**config.mk**
```make
export PLATFORM = sky130hd
export DESIGN_NAME = lut_sweep_ctrl
export DESIGN_NICKNAME = d
export VERILOG_FILES = /design/src/rtl/lut_sweep_ctrl.sv
export SDC_FILE = /design/constraint.sdc
export NUM_CORES = 1
export LEC_CHECK = 0
export ABC_AREA = 1
export CAP_MARGIN = 20
export CORE_UTILIZATION = 30
export DETAILED_ROUTE_END_ITERATION = 16
export PLACE_DENSITY = 0.52
export SYNTH_ARGS = -nofsm -noshare
export SYNTH_HDL_FRONTEND = slang
export SYNTH_SLANG_ARGS = --single-unit
```
**constraint.sdc**
```tcl
create_clock -name clk -period 3.5 [get_ports clk]
set_input_delay 0.7 -clock clk [delete_from_list [all_inputs] [get_ports clk]]
set_output_delay 0.7 -clock clk [all_outputs]
set_load 0.03 [all_outputs]
```
**src/rtl/lut_sweep_ctrl.sv**
```systemverilog
`default_nettype none
// ============================================================================
// Module   : lut_sweep_ctrl
// Purpose  : Sweeps every code in [lo, hi] through an external combinational
//            code mapper. Each code is held for SETTLE+1 cycles and sampled
//            on the last one. The sweep reports how many codes map to the
//            target, and the lowest such code.
// Ports    : clk, rst          - clock, async active-high reset
//            start             - sweep request (sampled in IDLE only)
//            lo, hi, target    - sweep bounds and compare value (captured)
//            lut_in / lut_out  - drive to / response from the mapper
//            busy, done, err   - sweep active, end pulse, lo>hi rejection
//            match_cnt, hit_valid, first_hit - sweep results
// Revision : 1.0 - initial release
// ============================================================================
module lut_sweep_ctrl #(
  parameter int W      = 4,
  parameter int SETTLE = 1
) (
  input  logic         clk,
  input  logic         rst,
  input  logic         start,
  input  logic [W-1:0] lo,
  input  logic [W-1:0] hi,
  input  logic [W-1:0] target,
  output logic [W-1:0] lut_in,
  input  logic [W-1:0] lut_out,
  output logic         busy,
  output logic         done,
  output logic         err,
  output logic [W:0]   match_cnt,
  output logic         hit_valid,
  output logic [W-1:0] first_hit
);

  typedef enum logic [1:0] {
    ST_IDLE = 2'd0,
    ST_SCAN = 2'd1,
    ST_FIN  = 2'd2
  } state_t;

  localparam logic [3:0] c_settle = 4'(SETTLE);

  state_t       r_state;
  state_t       w_state_nxt;
  logic [3:0]   r_settle;
  logic [W-1:0] r_hi;
  logic [W-1:0] r_target;
  logic [W-1:0] r_lut_in;
  logic [W:0]   r_match_cnt;
  logic         r_hit_valid;
  logic [W-1:0] r_first_hit;
  logic         r_err;

  logic w_accept;
  logic w_reject;
  logic w_sample;
  logic w_hit;
  logic w_last;

  // --------------------------------------------------------------------------
  // Next-state and status decode
  // --------------------------------------------------------------------------
  always_comb begin
    w_state_nxt = r_state;
    w_accept    = (r_state == ST_IDLE) && start && (lo <= hi);
    w_reject    = (r_state == ST_IDLE) && start && (lo > hi);
    w_sample    = (r_state == ST_SCAN) && (r_settle == c_settle);
    w_hit       = w_sample && (lut_out == r_target);
    // End test uses the code currently driven, so hi = all-ones stops
    // before lut_in could wrap back to zero.
    w_last      = w_sample && (r_lut_in == r_hi);
    busy        = (r_state == ST_SCAN);
    done        = (r_state == ST_FIN);

    case (r_state)
      ST_IDLE: begin
        if (w_accept) begin
          w_state_nxt = ST_SCAN;
        end else if (w_reject) begin
          w_state_nxt = ST_FIN;
        end
      end
      ST_SCAN: begin
        if (w_last) begin
          w_state_nxt = ST_FIN;
        end
      end
      ST_FIN:  w_state_nxt = ST_IDLE;
      default: w_state_nxt = ST_IDLE;
    endcase
  end

  always_ff @(posedge clk or posedge rst) begin
    if (rst) begin
      r_state <= ST_IDLE;
    end else begin
      r_state <= w_state_nxt;
    end
  end

  // --------------------------------------------------------------------------
  // Sweep datapath and result registers
  // --------------------------------------------------------------------------
  always_ff @(posedge clk or posedge rst) begin
    if (rst) begin
      r_settle    <= '0;
      r_hi        <= '0;
      r_target    <= '0;
      r_lut_in    <= '0;
      r_match_cnt <= '0;
      r_hit_valid <= 1'b0;
      r_first_hit <= '0;
      r_err       <= 1'b0;
    end else if (w_accept) begin
      r_hi        <= hi;
      r_target    <= target;
      r_lut_in    <= lo;
      r_settle    <= '0;
      r_match_cnt <= '0;
      r_hit_valid <= 1'b0;
      r_first_hit <= '0;
      r_err       <= 1'b0;
    end else if (w_reject) begin
      // No code is driven: lut_in keeps its previous value.
      r_match_cnt <= '0;
      r_hit_valid <= 1'b0;
      r_first_hit <= '0;
      r_err       <= 1'b1;
    end else if (r_state == ST_SCAN) begin
      if (!w_sample) begin
        r_settle <= r_settle + 4'd1;
      end else begin
        if (w_hit) begin
          r_match_cnt <= r_match_cnt + (W+1)'(1);
          // Codes ascend, so the first hit seen is the lowest one.
          if (!r_hit_valid) begin
            r_first_hit <= r_lut_in;
            r_hit_valid <= 1'b1;
          end
        end
        if (!w_last) begin
          r_lut_in <= r_lut_in + W'(1);
          r_settle <= '0;
        end
      end
    end
  end

  assign lut_in    = r_lut_in;
  assign match_cnt = r_match_cnt;
  assign hit_valid = r_hit_valid;
  assign first_hit = r_first_hit;
  assign err       = r_err;

endmodule
`default_nettype wire

```
After elaboration in Yosys (flattened, before gate mapping)
Index checks and enable logic that the tools add are counted.

word-level totals
  bits in registers = 29
  input bits = 19
  output and inout bits = 17

operators by class
  $add $sub $neg = 3
  $lt $le $gt $ge = 2
  eq/ne operators = 11
  mux-type cells = 32
  reductions and logical operators = 18

operator list
  operator             number
  $mux 4               16
  $mux 5               5
  $reduce_bool 3->1    3
  $add 4x1->4 const B  2
  $eq 4x4->1           2
  $reduce_and 4->1     2
  $mux 1               7
  $logic_and 1x1->1    6
  $mux 2               3
  $ne 3x3->1 const B   2
  $reduce_and 3->1     2
  $reduce_bool 2->1    3
  $add 5x1->5 const B  1
  $eq 4x1->1 const B   1
  $gt 4x4->1           1
  $le 4x4->1           1
  $ne 2x2->1 const B   2
  $pmux 2 s2           1
  $ne 3x1->1 const B   1
  $eq 2x1->1 const B   1
  $eq 2x2->1 const B   1
  $logic_not 2->1      1
  $ne 2x1->1 const B   1
  $reduce_and 2->1     1

Longest topological paths before layout
Gate-level depths: netlist of run 1.

  depth after elaboration = 8
  mapped depth = 13

Least setup slack after synthesis of run 1
No wires, ideal clock.

  path kind = in2reg
  start point = in hi[1]
  end point = reg r_lut_in[0], in the netlist lut_in[0]
  library setup time = 0.118 ns
  arrival time = 1.712 ns
  data required time = 3.382 ns
  setup slack = 1.670 ns
  stages on the path = 11
  buffers on the path = 1
  cells stage by stage = inv_1 ha_1 nand2_1 nand2_1 nand2_1 nand2_1 nand2_1 nand2_2 buf_4 o21ai_1 nor2_1

between the ends
  longest elaborated chain between the ends = 4

ends and longest elaborated chain
  what                                                       line    RTL
  from (decl)                                                24      input logic [W-1:0] hi,
  $le 4x4->1 or $gt 4x4->1 (tied branches)                   66, 67
  $logic_and 1x1->1, on equally long branches                66, 67
  $ne 2x2->1 (no line) or $reduce_bool 2->1 (tied branches)  -
  $reduce_and 4->1 (no line)                                 -
  to (signal assigned)                                       118     r_lut_in <= lo;
  to (signal assigned)                                       143     r_lut_in <= r_lut_in + W'(1);
  to (decl)                                                  49      logic [W-1:0] r_lut_in;

Parallel ways exist; a longest one is shown, timed or not.
A chain may end at the register's enable or synchronous reset.

Final worst setup path of run 1
  start point = reg r_state[1]
  end point = out busy

between the ends
  longest elaborated chain between the ends = 1

ends and longest elaborated chain
  what                    line  RTL
  from (decl)             44    state_t r_state;
  from (signal assigned)  98    r_state <= w_state_nxt;
  $eq 2x1->1              73    busy = (r_state == ST_SCAN);
  to (decl)               28    output logic busy,

Every way passes these cells.

==> results of run 1 <==
## layout make-up
type / count / share of cell area (%)
clock buffers: 5 / 3.037
inverters: 40 / 6.737
well taps: 72 / 3.976
clock inverters: 3 / 0.7731
multi-input cells: 160 / 37.33
flip-flops and latches: 29 / 32.03
repair buffers: 37 / 16.12
## flip-flops by register name, summed over array words and instances, names as in the netlist
name	cells
err	1
hit_valid	1
r_hi	4
first_hit	4
lut_in	4
r_target	4
r_state	2
r_settle	4
match_cnt	5
## final timing paths
path / endpoint
min reg2reg: first_hit[2]$_DFFE_PP0P_
min in group asynchronous: first_hit[0]$_DFFE_PP0P_
min: first_hit[2]$_DFFE_PP0P_
max reg2reg: r_hi[0]$_DFFE_PP0N_
max in group asynchronous: err$_DFFE_PP0N_
max: busy
## cells in the mapped netlist, drive strengths merged
cell / n
nand3: 25
a21oi: 1
ha: 8
buf: 2
o21ai: 10
inv: 39
nand2: 73
xnor2: 3
nand4: 9
clkinv: 1
mux2i: 1
xor2: 5
clkbuf: 1
nor2: 23
nor3: 2
dfrtp: 29
## metrics by stage
step | hold slack, ps | util (%) | instances | area, sq um | setup WS (ps)
3_3_place_gp | 485.8 | 39.34 | 338 | 2180 | 868.7
3_5_place_dp | 491.5 | 39.34 | 338 | 2180 | 847.9
2_1_floorplan | 469.5 | - | 232 | 1740 | 1670
5_1_grt | 541.2 | 40.90 | 346 | 2266 | 876.9
4_1_cts | 509.0 | 40.90 | 346 | 2266 | 1004
6_report | 503.9 | 40.90 | 346 | 2266 | 1018
## power groups by stage
stage | registers, W | clock network [W] | logic [W]
5_1_grt | 0.000580 | 0.000302 | 0.000861
3_5_place_dp | 0.000567 | 0 | 0.000770
2_1_floorplan | 0.000610 | 0 | 0.000489
3_3_place_gp | 0.000569 | 0 | 0.000769
6_report | 0.000561 | 0.000277 | 0.000762
4_1_cts | 0.000561 | 0.000285 | 0.000777
## placed cells by master, fill, tap and decap left out
| cell type | count |
|---|---|
| nand3_2 | 1 |
| nand3_1 | 24 |
| mux2i_1 | 1 |
| nand4_1 | 9 |
| clkdlybuf4s50_1 | 35 |
| clkinv_2 | 2 |
| o21ai_0 | 8 |
| o21ai_1 | 2 |
| xor2_1 | 5 |
| clkbuf_8 | 5 |
| ha_1 | 8 |
| nand2_2 | 7 |
| xnor2_1 | 3 |
| nor3_1 | 2 |
| clkinvlp_4 | 1 |
| clkinv_1 | 1 |
| nor2_4 | 2 |
| inv_2 | 4 |
| nor2_1 | 18 |
| dfrtp_1 | 29 |
| nor2_8 | 1 |
| a21oi_1 | 1 |
| nand2_1 | 66 |
| buf_4 | 2 |
| nor2_2 | 2 |
| inv_1 | 34 |
| inv_4 | 1 |
## worst max-delay path, delay by kind of cell, from the launching register on
kind	cells	cell delay, ps
buffers and inverters	3	990
flip-flops	1	390
AND/OR/NAND/NOR	1	120
## cells by family (layout without fill, tap and decap cells)
kind of cell | count (synthesis) | in the layout | share of synthesized area (%)
XOR/XNOR | 8 | 8 | 4.026
flip-flops | 29 | 29 | 41.70
multiplexers | 1 | 1 | 0.5751
AND/OR/NAND/NOR | 132 | 132 | 35.08
buffers and inverters | 43 | 85 | 9.705
AO/OA/AOI/OAI | 11 | 11 | 3.163
adder cells (fa/ha/maj) | 8 | 8 | 5.751
## layer usage
| metal | global-route usage [%] | up-vias |
|---|---|---|
| li1 | - | 806 |
| met1 | 18.27 | 696 |
| met2 | 23.51 | 27 |
| met3 | 3.721 | 7 |
| met4 | 4.444 | 0 |
| met5 | 0 | - |
==> key figures, run 1 <==
Floorplanning
  – Initial Utilization: a little under a third
  – Die X: a little under 80 microns
  – DIE HEIGHT: 78.17 microns
  – Die Area: 0.006110 sq mm
  – Core Box Area: ~0.0055 sq mm
  – Num rows: 27
  – IO Pins: 36

Hold path
  – Hold Path Depth: 2
  – Hold path startpoint: first_hit[2]$_DFFE_PP0P_
  – Hold Crit Class: register to register

Critical path
  – Startpoint types: register
  – Critical Path AT: ~1800 ps
  – CP max-delay cell: clkdlybuf4s50_1
  – Critical-path cell list: inv_2 > nand2_2 > inv_1 > clkdlybuf4s50_1
  – Worst Path Required: about 2800 ps
  – Worst R2R Setup Slack: ~1900 ps
  – CP Capture Type: output port
  – Setup crit start: r_state[1]$_DFFE_PP0P_
  – R2R cell count: 8
  – Crit path largest cell delay: between 700 and 800 ps
  – R2R Path Start: r_state[1]$_DFFE_PP0P_
  – Largest fanout on the critical path: 5
  – Setup CP Type: register to output port

Synthesis
  – Synth area leader: dfrtp_1
  – Post-synthesis cell type count: 25
  – Synth area leaders: dfrtp_1 (42%), nand2_1 (14%), inv_1 (7.3%)
  – Synth top area share: between 40% and 50%
  – #FFs+latches synth: 29
  – Mean Syn Cell Area: 7.502 sq um
  – Post-synthesis sequential area ratio: 41.70%
  – Syn Nets: around 260
  – YS warnings: 0
  – Post-Syn Area: 0.001740 sq mm
  – Mapped Cells: between 200 and 250

CTS
  – Root Buffer: clkbuf_8
  – Worst-path clk slew: 70 ps
  – Number of H-tree levels: 2
  – Clock sinks: 29
  – Clk_lat worst skew: 280 ps
  – Setup bufs post-CTS: 0
  – CTS tree: yes
  – Clock tree buffer depth: 2
  – Num CTS Buffers: 5
  – Number of hold buffers added after CTS: 0
  – Post-CTS resize count: 0

Drt
  – Met2 wire len: roughly 1.8 mm
  – Post-DRT Antenna Nets: 0
  – Starting DRT DRC Count: 51
  – Pre-Repair DR Iteration Count: 4
  – DR top layer: met4
  – Routed len/inst: ~11 microns
  – Routed Wire Length: 3.923 mm
  – Vias/cell: ~4.4
  – # DRC: 0
  – DR vias: approximately 1,500
  – Met3 routed WL: approximately 170 microns
  – M1 WL: 1.911 mm

Pwr
  – Total power: roughly 0.0016 W
  – Sequential share of power: 35.0%
  – Clock power share: 17.3%
  – Pleak: 1.201 nW
  – P_sw: around 0.00073 W
  – VDD IR max: roughly 320 uV
  – Switching share of power: 45.55%
  – Comb power frac: 47.6%
  – PwrDens: between 700 and 800 mW/mm^2
  – P_int: 0.0008710 W

STA
  – Fmax: approximately 400 MHz
  – Final Hold Vio Count: 0
  – Final Skew: 4.767 ps
  – RSZ-0062 raised after global routing: no
  – Final setup viols: 0
  – Final setup TNS: 0 ps
  – Max Slew Vio Count: 0
  – Min cycle time layout: ~2500 ps
  – Worst slew margin: 72.23%
  – Worst Tran Pin Value: slightly above 400 ps
  – Final period util: between 70% and 80%

Global routing
  – GRT Total Usage: 14.30%
  – Global route overflow: 0
  – First-pass GRT wire length: roughly 6.8 mm
  – Number of global-route vias before repair: about 1,500
  – Largest net degree at the start of global routing: 30
  – Antenna violations before repair: 0

Finish
  – ANT cells: 0
  – Area of the multi-input gates: ~850 sq um
  – Nets: 300
  – Register Area: ~730 sq um
  – Layout cells sized above 1: ~10%
  – Area growth syn-to-layout: 30.19%
  – FILL cells: around 620

Flow run
  – Max Cap Viol: 0

Placed design
  – Port Buffers: 35
  – HPWL after DPL: approximately 2.9 mm
  – GPL Wtd Cong: just under 0.8

Outcome
  – Outcome: finished clean
Note: power is estimated with default switching activity, not from simulation.
==> inputs of run 2 (changes only) <==
==> constraint.sdc (replaced) <==
create_clock -name clk -period 2.6 [get_ports clk]
set_input_delay 0.52 -clock clk [delete_from_list [all_inputs] [get_ports clk]]
set_output_delay 0.52 -clock clk [all_outputs]
set_load 0.03 [all_outputs]
==> key figures, run 2 (same netlist as run 1, synthesis figures left out) <==
Floorplanning
  – Core Box Area: 0.005540 sq mm (unchanged)
  – Die X: 78.17 microns (unchanged)
  – Initial Utilization: 31.41% (unchanged)
  – IO Pins: 36 (unchanged)
  – Die Area: 0.006110 sq mm (unchanged)
  – Num rows: 27 (unchanged)
  – DIE HEIGHT: 78.17 microns (unchanged)

CTS
  – Worst-path clk slew: 60 ps (about the same)
  – Root Buffer: clkbuf_8
  – Setup bufs post-CTS: 0 (unchanged)
  – Clock sinks: 29 (unchanged)
  – Number of H-tree levels: 2 (unchanged)
  – Clk_lat worst skew: 280 ps (about the same)
  – CTS tree: yes
  – Clock tree buffer depth: 2 (unchanged)
  – Post-CTS resize count: 0 (unchanged)
  – Num CTS Buffers: 5 (unchanged)
  – Number of hold buffers added after CTS: 0 (unchanged)

STA
  – Final Skew: 5.162 ps (+0.3950 ps)
  – Worst Tran Pin Value: 455.8 ps (+42.43 ps)
  – Worst path setup slack after routing: 329.8 ps (-688.1 ps)
  – Fmax: 440.5 MHz
  – Final period util: between 80% and 90%
  – Final setup viols: 0 (unchanged)
  – Final Hold Vio Count: 0 (unchanged)
  – Final setup TNS: 0 ps (unchanged)
  – Max Slew Vio Count: 0 (unchanged)
  – Min cycle time layout: between 2000 and 2500 ps
  – Worst hold margin: 502.4 ps (-1.575 ps)
  – Worst slew margin: 69.38% (-2.9 points)
  – RSZ-0062 raised after global routing: no

Finish
  – Commonest non-fill, non-tap cell in the layout: nand2_1
  – Most frequent cells in the layout: nand2_1 (66), clkdlybuf4s50_1 (35), inv_1 (34)
  – Max reg flops: 5 (unchanged)
  – ANT cells: 0 (unchanged)
  – FILL cells: 604 (-1.8%)
  – Post-Layout Cell Count: 347 (+0.29%)
  – Final non-filler cell area: 0.002303 sq mm (+1.7%)
  – Area growth syn-to-layout: 32.35%
  – Nets: 301 (+0.33%)
  – Layout cells sized above 1: 10.18% (-0.037 points)

Drt
  – # DRC: 0 (unchanged)
  – Pre-Repair DR Iteration Count: 4 (unchanged)
  – Routed Wire Length: 3.909 mm (-0.36%)
  – Starting DRT DRC Count: 121 (+140%)
  – Routed len/inst: 11.27 microns (-0.64%)
  – Vias/cell: 4.447 (+0.17%)
  – Post-DRT Antenna Nets: 0 (unchanged)
  – DR vias: 1,543 (+0.46%)

Critical path
  – Largest fanout on the critical path: 5 (unchanged)
  – Critical Path AT: 1750 ps (-30 ps)
  – Worst Path Required: 2080 ps (-720 ps)
  – CP Capture Type: output port
  – Startpoint types: register
  – CP max-delay cell: clkdlybuf4s50_1
  – Crit path largest cell delay: 710 ps (about the same)
  – Setup CP Type: register to output port
  – Critical-path cell list: inv_2 > nand2_2 > inv_1 > clkdlybuf4s50_1

Pwr
  – Sequential share of power: 33.3% (-1.7 points)
  – Clock power share: 21.3% (+4.0 points)
  – Comb power frac: 45.4% (-2.2 points)
  – PwrDens: 991.3 mW/mm^2 (+40%)
  – VDD IR max: 342.4 uV (+7.5%)
  – Switching share of power: 42.84% (-2.7 points)
  – P_sw: 0.0009782 W (+34%)
  – Pleak: 1.220 nW (+1.6%)
  – P_int: 0.001305 W (+50%)

Global routing
  – GRT Total Usage: 14.61% (+0.31 points)
  – Global route overflow: 0 (unchanged)
  – Antenna violations before repair: 0 (unchanged)
  – First-pass GRT wire length: 6.851 mm (+1.4%)
  – Largest net degree at the start of global routing: 30 (unchanged)
  – Number of global-route vias before repair: 1,479 (unchanged)

Placed design
  – HPWL after DPL: 2.974 mm (+2.6%)
  – Cell area after placement: 0.002187 sq mm (+0.34%)
  – DP Cell Count: 339 (+0.30%)
  – Port Buffers: 35 (unchanged)
  – GPL Wtd Cong: 0.7979 (+1.2%)
  – Worst slack, placed: 240.8 ps (-607.1 ps)

Outcome
  – Outcome: finished clean

Hold path
  – Hold Crit Class: register to register

Flow run
  – Max Cap Viol: 0 (unchanged)
run 2: cell count changes in the layout (fill, tap and decap cells not counted):
cell	change
bufinv_16	+1
clkbuf_1	+1
clkbuf_8	+1
clkinv_2	-2
buf_4	+1
clkinvlp_4	-1
run 2: path summary, 6_finish.rpt:
| kind | end | slack (ps) | cells past startpoint | from |
|---|---|---|---|---|
| worst max-delay path | busy | 330 | 4 | r_state[1]$_DFFE_PP0P_ |
| worst min-delay path | r_target[0]$_DFFE_PP0N_ | 500 | 2 | r_target[0]$_DFFE_PP0N_ |
| worst max register to register | first_hit[1]$_DFFE_PP0P_ | 1090 | 9 | r_settle[1]$_DFFE_PP0P_ |
| worst min register to register | r_target[0]$_DFFE_PP0N_ | 500 | 2 | r_target[0]$_DFFE_PP0N_ |
| max in group asynchronous | r_hi[0]$_DFFE_PP0N_ | 1700 | 3 | rst |
| min in group asynchronous | match_cnt[1]$_DFFE_PP0P_ | 610 | 3 | rst |
run 2: layout make-up:
class,instances,area [sq um],area share [%]
multi-input cells,160,845.8,36.72
flip-flops and latches,29,725.7,31.50
repair buffers,38,372.9,16.19
inverters,40,152.6,6.627
well taps,72,90.09,3.911
clock buffers,7,86.33,3.748
clock inverters,1,30.03,1.304
run 2: metal layers:
layer / global-route usage, % / up-vias / share of wire, %
li1: - / 808 / -
met1: 19.19 / 695 / 48
met2: 22.98 / 33 / 45
met3: 4.070 / 7 / 4.7
met4: 5.000 / 0 / 1.6
met5: 0 / - / 0
run 2: power groups by stage:
stage / registers, W / logic, W / clock network [W]
floorplan: 0.000821 / 0.000658 / 0
global placement: 0.000766 / 0.00103 / 0
detailed placement: 0.000767 / 0.00104 / 0
CTS: 0.000760 / 0.00105 / 0.000497
global route: 0.000783 / 0.00117 / 0.000520
finish: 0.000761 / 0.00104 / 0.000487
run 2: critical path, delay by kind of cell (launching register included):
family | cells | cell delay [ps]
buffers and inverters | 3 | 970
and+or+nand+nor | 1 | 120
DFF | 1 | 380
run 2: through the flow:
step / power (W) / util, %
finish: 0.002283 / 41.58
CTS: 0.002305 / 41.58
global placement: 0.001798 / 39.48
floorplan: 0.001479 / -
global route: 0.002477 / 41.58
detailed placement: 0.001810 / 39.48
